===== config.mk =====
export PLATFORM = sky130hd
export DESIGN_NAME = ballot_box_arbiter
export DESIGN_NICKNAME = d
export VERILOG_FILES = /design/src/rtl/ballot_box_arbiter.sv
export SDC_FILE = /design/constraint.sdc
export NUM_CORES = 1
export LEC_CHECK = 0
export CAP_MARGIN = 30
export CORE_ASPECT_RATIO = 1.25
export CORE_UTILIZATION = 35
export DETAILED_ROUTE_END_ITERATION = 8
export GPL_ROUTABILITY_DRIVEN = 0
export GPL_TIMING_DRIVEN = 1
export SYNTH_ARGS = -nofsm -noshare
export SYNTH_HDL_FRONTEND = slang
export SYNTH_SLANG_ARGS = --single-unit

===== constraint.sdc =====
create_clock -name CLK -period 3 [get_ports CLK]
set_input_delay 0.3 -clock CLK [delete_from_list [all_inputs] [get_ports CLK]]
set_output_delay 0.3 -clock CLK [all_outputs]
set_load 0.03 [all_outputs]

===== src/rtl/ballot_box_arbiter.sv =====
// Election front-end: sequences REGISTER -> VOTING -> RESULT, rejects requests illegal for the
// current phase and round-robin issues legal ones, one per cycle, to the vote datapath.
module ballot_box_arbiter #(
    parameter int REG_CYCLES  = 100,
    parameter int VOTE_CYCLES = 100
) (
    input  logic        CLK,
    input  logic        RST,
    input  logic [3:0]  req,
    input  logic [7:0]  reqMode,
    input  logic [15:0] reqId,
    input  logic [7:0]  reqCand,
    output logic [3:0]  gnt,
    output logic [3:0]  rej,
    output logic        outValid,
    output logic [1:0]  outMode,
    output logic [5:0]  outUserID,
    output logic [1:0]  outCandidate,
    output logic [1:0]  phase,
    output logic        tallyStart
);

    localparam int TOTAL_CYCLES = REG_CYCLES + VOTE_CYCLES;
    localparam int CNT_W        = $clog2(TOTAL_CYCLES + 1);
    localparam logic [CNT_W-1:0] REG_END  = CNT_W'(REG_CYCLES);
    localparam logic [CNT_W-1:0] VOTE_END = CNT_W'(TOTAL_CYCLES);
    localparam logic [1:0] MODE_REGISTER = 2'b00;
    localparam logic [1:0] MODE_VOTE     = 2'b01;

    typedef enum logic [1:0] {
        PH_REGISTER = 2'b00,
        PH_VOTING   = 2'b01,
        PH_RESULT   = 2'b10
    } phase_t;

    logic [CNT_W-1:0] cnt_reg, cnt_next;
    phase_t           phase_reg, phase_cur;
    logic [1:0]       ptr_reg, ptr_next;
    logic [3:0]       mask_reg;
    logic [3:0]       gnt_reg, gnt_next;
    logic [3:0]       rej_reg, rej_next;
    logic             out_valid_reg, out_valid_next;
    logic [1:0]       out_mode_reg, out_mode_next;
    logic [5:0]       out_user_reg, out_user_next;
    logic [1:0]       out_cand_reg, out_cand_next;
    logic             tally_reg, tally_next;

    logic [1:0] mode_arr [4];
    logic [3:0] id_arr   [4];
    logic [1:0] cand_arr [4];
    logic [3:0] legal;
    logic [3:0] eligible;
    logic       found;
    logic [1:0] grant_idx;
    logic [1:0] scan_idx;

    // The phase for this edge comes from the count before it advances.
    always_comb begin
        phase_cur = PH_RESULT;
        if (cnt_reg < REG_END) begin
            phase_cur = PH_REGISTER;
        end else if (cnt_reg < VOTE_END) begin
            phase_cur = PH_VOTING;
        end
    end

    generate
        for (genvar gi = 0; gi < 4; gi++) begin : g_term
            assign mode_arr[gi] = reqMode[2*gi +: 2];
            assign id_arr[gi]   = reqId[4*gi +: 4];
            assign cand_arr[gi] = reqCand[2*gi +: 2];
            assign legal[gi]    = req[gi] &&
                ((phase_cur == PH_REGISTER && mode_arr[gi] == MODE_REGISTER) ||
                 (phase_cur == PH_VOTING   && mode_arr[gi] == MODE_VOTE));
        end
    endgenerate

    // Rejection ignores the grant mask: a stale-but-illegal request is still bounced.
    assign rej_next = req & ~legal;
    assign eligible = legal & ~mask_reg;

    always_comb begin : arbitrate
        found     = 1'b0;
        grant_idx = ptr_reg;
        scan_idx  = ptr_reg;
        for (int off = 1; off <= 4; off++) begin
            scan_idx = ptr_reg + 2'(off);
            if (!found && eligible[scan_idx]) begin
                found     = 1'b1;
                grant_idx = scan_idx;
            end
        end
    end

    always_comb begin : next_state
        gnt_next       = 4'b0000;
        ptr_next       = ptr_reg;
        out_valid_next = 1'b0;
        out_mode_next  = 2'b00;
        out_user_next  = 6'b000000;
        out_cand_next  = 2'b00;
        cnt_next       = (cnt_reg == VOTE_END) ? cnt_reg : cnt_reg + 1'b1;
        tally_next     = (phase_cur == PH_RESULT) && (phase_reg != PH_RESULT);
        if (found) begin
            gnt_next[grant_idx] = 1'b1;
            ptr_next            = grant_idx;
            out_valid_next      = 1'b1;
            out_mode_next       = mode_arr[grant_idx];
            out_user_next       = {grant_idx, id_arr[grant_idx]};
            out_cand_next       = (mode_arr[grant_idx] == MODE_VOTE) ? cand_arr[grant_idx] : 2'b00;
        end
    end

    always_ff @(posedge CLK) begin
        if (RST) begin
            cnt_reg       <= '0;
            phase_reg     <= PH_REGISTER;
            ptr_reg       <= 2'd3;
            mask_reg      <= 4'b0000;
            gnt_reg       <= 4'b0000;
            rej_reg       <= 4'b0000;
            out_valid_reg <= 1'b0;
            out_mode_reg  <= 2'b00;
            out_user_reg  <= 6'b000000;
            out_cand_reg  <= 2'b00;
            tally_reg     <= 1'b0;
        end else begin
            cnt_reg       <= cnt_next;
            phase_reg     <= phase_cur;
            ptr_reg       <= ptr_next;
            mask_reg      <= gnt_next;
            gnt_reg       <= gnt_next;
            rej_reg       <= rej_next;
            out_valid_reg <= out_valid_next;
            out_mode_reg  <= out_mode_next;
            out_user_reg  <= out_user_next;
            out_cand_reg  <= out_cand_next;
            tally_reg     <= tally_next;
        end
    end

    assign gnt          = gnt_reg;
    assign rej          = rej_reg;
    assign outValid     = out_valid_reg;
    assign outMode      = out_mode_reg;
    assign outUserID    = out_user_reg;
    assign outCandidate = out_cand_reg;
    assign phase        = phase_reg;
    assign tallyStart   = tally_reg;

endmodule


==> results.tsv, run 1 <==
metric	value	unit
run status	complete, no violations	
number of nets in the finished design	288	
clock latency at the later pin of the worst-skew pair	0.28	ns
kind of capture point of the worst setup path	register	
Max stage delay on crit path	0.50	ns
routed length per instance	13.9	µm
Die X-Extent	64.7	µm
fill count	466	
count of endpoints failing hold in the final timing report	0	
final worst clock skew	0.00578	ns
number of enable-type register cells in the synthesized netlist	0	
leakage power summed over all cells	0.908	nW
number of antenna violations at the first check in global routing	0	
endpoints failing setup	0	
Avg Inst Size Synth	9.29	µm²
Yosys cell types	57	
number of gates resized after cts	0	
total negative slack	0	ns
number of setup buffers added after CTS	0	
area of the die	5190	µm²
total vias in the final route	1636	
flip-flop and latch count after synthesis	32	
number of cells on the worst hold path	1	
sort of element at the start of the critical path	register	
CP arrival	2.87	ns
buffers and inverters on the worst path	0	
Port Buf Inserts	59	
routed wire length	4300	µm
ys flop type	sky130_fd_sc_hd__dfxtp_1	
number of vias per cell	5.29	
clock slew seen by the registers of the worst setup and hold paths	0.07	ns
vertical die dimension	80.3	µm
layout cell share with drive strength beyond 1	13.7	%
Final Max Slew Viols	0	
First DRT Iteration DRCs	92	
global-route wire length before repair	6970	µm
initial core utilization	36.3	%
number of antenna diodes	0	
crit path kind	reg -> reg	
count leader, synth	sky130_fd_sc_hd__dfxtp_1	
Tmin final	2.68	ns
H-tree lvl count	2	
share of flip-flops with an asynchronous set or reset after synthesis	0	%
standard cell core area	4730	µm²
number of core rows	28	
Worst path most repeated cell	sky130_fd_sc_hd__a221oi_1	
TritonCTS clock tree	built	
master cell of the clock root buffer	sky130_fd_sc_hd__clkbuf_8	
total nets after synthesis	225	
Overflow after GRT	0	
peak supply drop	0.295	mV
number of hold buffers added after cts	0	
detailed placement HPWL	3300	µm
peak clock frequency supported by timing	373	MHz
Maximum Capacitance Violations	0	
Pre-Repair DR Iteration Count	4	
Post-Place Setup Slack	0.112	ns
portion of the clock cycle consumed by the worst path in the final layout	89.3	%
min-delay worst type	reg -> reg	
Worst Slack Setup Final	0.322	ns
worst-path cell chain	o311ai_2, a21boi_2, a221oi_1, o21ba_2, o31ai_1, a211o_1, a221oi_1	
residual DRC count	0	
portion of the post-synthesis area used by sequential elements	37.3	%
ranking of synthesized cells by area	sky130_fd_sc_hd__dfxtp_1 (37%), sky130_fd_sc_hd__o31a_2 (3.5%), sky130_fd_sc_hd__nor2_1 (3.5%)	
critical path required time	3.19	ns
post-synthesis to final-layout area growth	44.3	%
I/O pin cnt	60	
CTS sink count	32	
CTS max path bufs	2	
logic depth of the worst register-to-register path	7	
number of instances in the synthesized netlist	185	
pin count of the biggest net entering global routing	17	
Yosys top cell area share	37.3	%
maximum fanout count along the critical path	9	
cell area after synthesis	1720	µm²
most frequent cells after synthesis	sky130_fd_sc_hd__dfxtp_1 (32), sky130_fd_sc_hd__nor2_1 (16), sky130_fd_sc_hd__nand2_1 (15), sky130_fd_sc_hd__inv_1 (9)	
Crit-path slowest cell	sky130_fd_sc_hd__o311ai_2	
number of flip-flops in the largest register	8	
total power per unit cell area	463	nW/µm²
unrepaired setup endpoints after global routing	no	
global router's overall resource usage	17.6	%
Antenna Nets Post-Route	0	
Worst path top cell family by delay	compound AO/OA/AOI/OAI gates	
number of gates on the worst path with buffers counted	7	
number of clock buffers inserted by TritonCTS	5	
YS warnings	0	
cell accounting for the most synthesized area	sky130_fd_sc_hd__dfxtp_1	
vias in the first global route	1492	
## power breakdown
| group | internal (W) | switching [W] | total [W] |
|---|---|---|---|
| sequential | 0.000448 | 0.0000158 | 0.000464 |
| combinational | 0.000136 | 0.000134 | 0.000270 |
| clock | 0.000246 | 0.000166 | 0.000412 |
| total | 0.000831 | 0.000316 | 0.00115 |
## final timing paths
path / startpoint / to / slack [ns]
min: phase[1]$_SDFF_PP0_ / tallyStart$_SDFF_PP0_ / 0.44
max: cnt_reg[3]$_SDFFE_PP0N_ / outCandidate[1]$_SDFF_PP0_ / 0.32
max reg2reg: cnt_reg[3]$_SDFFE_PP0N_ / outCandidate[1]$_SDFF_PP0_ / 0.32
min reg2reg: phase[1]$_SDFF_PP0_ / tallyStart$_SDFF_PP0_ / 0.44
## per-layer routing
metal | share of wire [%] | track usage (%) | vias to the layer above
met5 | 0 | 0 | -
met4 | 1.7 | 6.89 | 0
met3 | 4.6 | 5.40 | 8
met2 | 49 | 29.2 | 44
met1 | 44 | 21.1 | 770
li1 | - | - | 814
## cells by family after synthesis
group | Yosys count | synth area share (%)
AOI/OAI and AO/OA | 51 | 26.5
muxes | 4 | 2.55
buffers and inverters | 19 | 5.75
DFF | 32 | 37.3
and+or+nand+nor | 70 | 23.2
other | 1 | 0.218
xor gates and xnor gates | 6 | 3.06
adders and majority gates | 2 | 1.46
## final cells by class
type / instances / area (µm²) / share of cell area [%]
well taps: 60 / 75.1 / 3.03
multi-input cells: 134 / 978 / 39.5
inverters: 9 / 33.8 / 1.36
clock inverters: 2 / 35.0 / 1.41
flip-flops and latches: 32 / 641 / 25.8
clock buffers: 6 / 72.6 / 2.93
repair buffers: 66 / 643 / 25.9
## per-stage QoR
stage	total power [W]	instance area, µm²	instances	hold slack, ns	utilization (%)
after global routing	0.00120	2480	309	0.495	52.4
after global placement	0.000744	2370	301	0.429	50.1
after detailed placement	0.000744	2370	301	0.432	50.1
after CTS	0.00116	2480	309	0.442	52.4
final	0.00115	2480	309	0.438	52.4
after floorplan	0.000630	1720	185	0.465	-
## placed cells by master, fill, tap and decap left out, types with 4 or more instances in the layout
cell,instances
sky130_fd_sc_hd__clkdlybuf4s50_1,59
sky130_fd_sc_hd__xor2_1,4
sky130_fd_sc_hd__o31a_2,6
sky130_fd_sc_hd__a21oi_1,5
sky130_fd_sc_hd__clkbuf_8,5
sky130_fd_sc_hd__buf_4,7
sky130_fd_sc_hd__nor2_1,16
sky130_fd_sc_hd__nand3_1,7
sky130_fd_sc_hd__nor3_1,7
sky130_fd_sc_hd__a311oi_1,4
sky130_fd_sc_hd__a211oi_1,6
sky130_fd_sc_hd__inv_1,9
sky130_fd_sc_hd__nand2_1,15
sky130_fd_sc_hd__dfxtp_1,32
sky130_fd_sc_hd__nor3b_1,4
No activity file was read; power rests on OpenSTA's default activity.
==> run 2: changes to the inputs <==
--- a/config.mk
+++ b/config.mk
@@ -6,11 +6,15 @@
 export NUM_CORES = 1
 export LEC_CHECK = 0
 export CAP_MARGIN = 30
+export CELL_PAD_IN_SITES_DETAIL_PLACEMENT = 2
+export CELL_PAD_IN_SITES_GLOBAL_PLACEMENT = 2
 export CORE_ASPECT_RATIO = 1.25
-export CORE_UTILIZATION = 35
+export CORE_UTILIZATION = 26
 export DETAILED_ROUTE_END_ITERATION = 8
 export GPL_ROUTABILITY_DRIVEN = 0
 export GPL_TIMING_DRIVEN = 1
+export HOLD_SLACK_MARGIN = 0.05
+export PLACE_DENSITY_LB_ADDON = 0.1
 export SYNTH_ARGS = -nofsm -noshare
 export SYNTH_HDL_FRONTEND = slang
 export SYNTH_SLANG_ARGS = --single-unit
==> results.tsv, run 2 (synthesis gave the netlist of run 1 again) <==
metric	value	unit	change
master cell of the clock root buffer	sky130_fd_sc_hd__clkbuf_8		unchanged
sort of element at the start of the critical path	input pin		was register
buffers and inverters on the worst path	1		was 0
Worst Hold Launch	phase[1]$_SDFF_PP0_		unchanged
standard cell core area	6290	µm²	was 4730 µm²
Area after DPL	2440	µm²	was 2370 µm²
number of gates resized after cts	0		unchanged
CTS max path bufs	2		unchanged
routed wire length	5540	µm	was 4300 µm
maximum fanout count along the critical path	5		was 9
Antenna Nets Post-Route	0		unchanged
Max stage delay on crit path	0.58	ns	was 0.50 ns
logic depth of the worst register-to-register path	7		unchanged
vias in the first global route	1828		was 1492
First DRT Iteration DRCs	30		was 92
Pre-Repair DR Iteration Count	4		unchanged
number of flip-flops in the largest register	8		unchanged
total vias in the final route	1701		was 1636
critical path required time	3.19	ns	about the same
number of antenna diodes	0		unchanged
layout cell share with drive strength beyond 1	14.7	%	was 13.7%
endpoint of the worst register-to-register path	outCandidate[0]$_SDFF_PP0_		was outCandidate[1]$_SDFF_PP0_
slack of the worst reg-to-reg path	0.33	ns	was 0.32 ns
commonest non-fill, non-tap cell in the layout	sky130_fd_sc_hd__clkdlybuf4s50_1		unchanged
number of antenna violations at the first check in global routing	0		unchanged
Maximum Capacitance Violations	0		unchanged
peak supply drop	0.228	mV	was 0.295 mV
clock slew seen by the registers of the worst setup and hold paths	0.07	ns	about the same
global-route wire length before repair	9030	µm	was 6970 µm
Crit Reg-Reg Startpoint	cnt_reg[3]$_SDFFE_PP0N_		unchanged
Final Max Slew Viols	0		unchanged
Total Power Consumption	0.00117	W	was 0.00115 W
portion of the clock cycle consumed by the worst path in the final layout	89.8	%	was 89.3%
number of setup buffers added after CTS	0		unchanged
H-tree lvl count	2		unchanged
number of core rows	32		was 28
min-delay worst type	reg -> reg		unchanged
most used cells in the layout excluding fill and tap cells	sky130_fd_sc_hd__clkdlybuf4s50_1 (59), sky130_fd_sc_hd__dfxtp_1 (32), sky130_fd_sc_hd__nor2_1 (16)		unchanged
residual DRC count	0		unchanged
unrepaired setup endpoints after global routing	no		unchanged
global router's overall resource usage	17.3	%	was 17.6%
detailed placement HPWL	4310	µm	was 3300 µm
Slew @ Worst Pin	0.538	ns	
count of endpoints failing hold in the final timing report	0		unchanged
CP arrival	2.88	ns	was 2.87 ns
area of the die	6940	µm²	was 5190 µm²
initial core utilization	27.3	%	was 36.3%
number of vias per cell	5.05		was 5.29
number of nets in the finished design	291		was 288
Worst Hold Slack	0.446	ns	was 0.438 ns
kind of capture point of the worst setup path	register		unchanged
Worst path top cell family by delay	compound AO/OA/AOI/OAI gates		unchanged
routed length per instance	16.4	µm	was 13.9 µm
Tmin final	2.69	ns	was 2.68 ns
Port Buf Inserts	59		unchanged
pin count of the biggest net entering global routing	17		unchanged
total negative slack	0	ns	unchanged
CTS sink count	32		unchanged
endpoints failing setup	0		unchanged
clock latency at the later pin of the worst-skew pair	0.29	ns	was 0.28 ns
leakage power summed over all cells	0.926	nW	was 0.908 nW
crit path kind	in -> reg		was reg -> reg
Worst path most repeated cell	sky130_fd_sc_hd__o22ai_1		was sky130_fd_sc_hd__a221oi_1
TritonCTS clock tree	built		unchanged
worst-path cell chain	clkdlybuf4s50_1, nor4bb_1, a21oi_1, o22ai_1, a21boi_0, o22ai_1, a211o_1, a221oi_1		was o311ai_2, a21boi_2, a221oi_1, o21ba_2, o31ai_1, a211o_1, a221oi_1
peak clock frequency supported by timing	371	MHz	was 373 MHz
post-synthesis to final-layout area growth	48.1	%	was 44.3%
design area	2540	µm²	was 2480 µm²
vertical die dimension	92.9	µm	was 80.3 µm
number of clock buffers inserted by TritonCTS	5		unchanged
run status	complete, no violations		unchanged
number of cells on the worst hold path	1		unchanged
number of hold buffers added after cts	0		unchanged
I/O pin cnt	60		unchanged
Overflow after GRT	0		unchanged
Crit-path slowest cell	sky130_fd_sc_hd__clkdlybuf4s50_1		was sky130_fd_sc_hd__o311ai_2
final worst clock skew	0.00496	ns	was 0.00578 ns
Relative slew margins	63.6	%	
Die X-Extent	74.7	µm	was 64.7 µm
Min-Delay Endpoint	tallyStart$_SDFF_PP0_		unchanged
total power per unit cell area	459	nW/µm²	was 463 nW/µm²
[run 2: cell count changes in the layout (fill, tap and decap cells not counted), sizes merged]
| cell | before | now |
|---|---|---|
| buf | 7 | 10 |
[run 2: stage by stage]
| stage | std cells | worst slack, ns | utilization [%] |
|---|---|---|---|
| after global routing | 337 | 0.0530 | 40.5 |
| after CTS | 337 | 0.304 | 40.5 |
| final | 337 | 0.305 | 40.5 |
| after detailed placement | 329 | 0.0617 | 38.8 |
| after global placement | 329 | 0.182 | 38.8 |
| after floorplan | 185 | 0.630 | - |
[run 2: worst max-delay path by stage]
| stage | start | endpoint | slack, ns | cells past startpoint |
|---|---|---|---|---|
| floorplan | cnt_reg[3]$_SDFFE_PP0N_ | outCandidate[0]$_SDFF_PP0_ | 0.63 | 8 |
| global route | reqMode[2] | outCandidate[0]$_SDFF_PP0_ | 0.05 | 8 |
| detailed placement | reqMode[2] | outCandidate[0]$_SDFF_PP0_ | 0.06 | 8 |
| global placement | reqMode[2] | outCandidate[1]$_SDFF_PP0_ | 0.18 | 8 |
| finish | req[2] | outCandidate[0]$_SDFF_PP0_ | 0.31 | 8 |
| CTS | cnt_reg[3]$_SDFFE_PP0N_ | outCandidate[0]$_SDFF_PP0_ | 0.30 | 7 |
[run 2: metal layers]
layer,global-route usage [%],part of all wire (%)
met5,0,0
met4,6.45,2.0
met1,21.5,45
met3,4.03,4.8
met2,28.5,49
[run 2: cell type report]
class,instances,area (µm²)
clock inverter,2,35.0
clock buffer,6,72.6
fill,729,3740
timing repair buffer,69,678
inverter,9,33.8
tap,85,106
multi-input combinational,134,978
sequential,32,641
[run 2: power by group]
group	leakage [nW]	internal, W	switching [W]
Clock	0.0552	0.000247	0.000171
Sequential	0.262	0.000448	0.0000166
Combinational	0.609	0.000144	0.000143
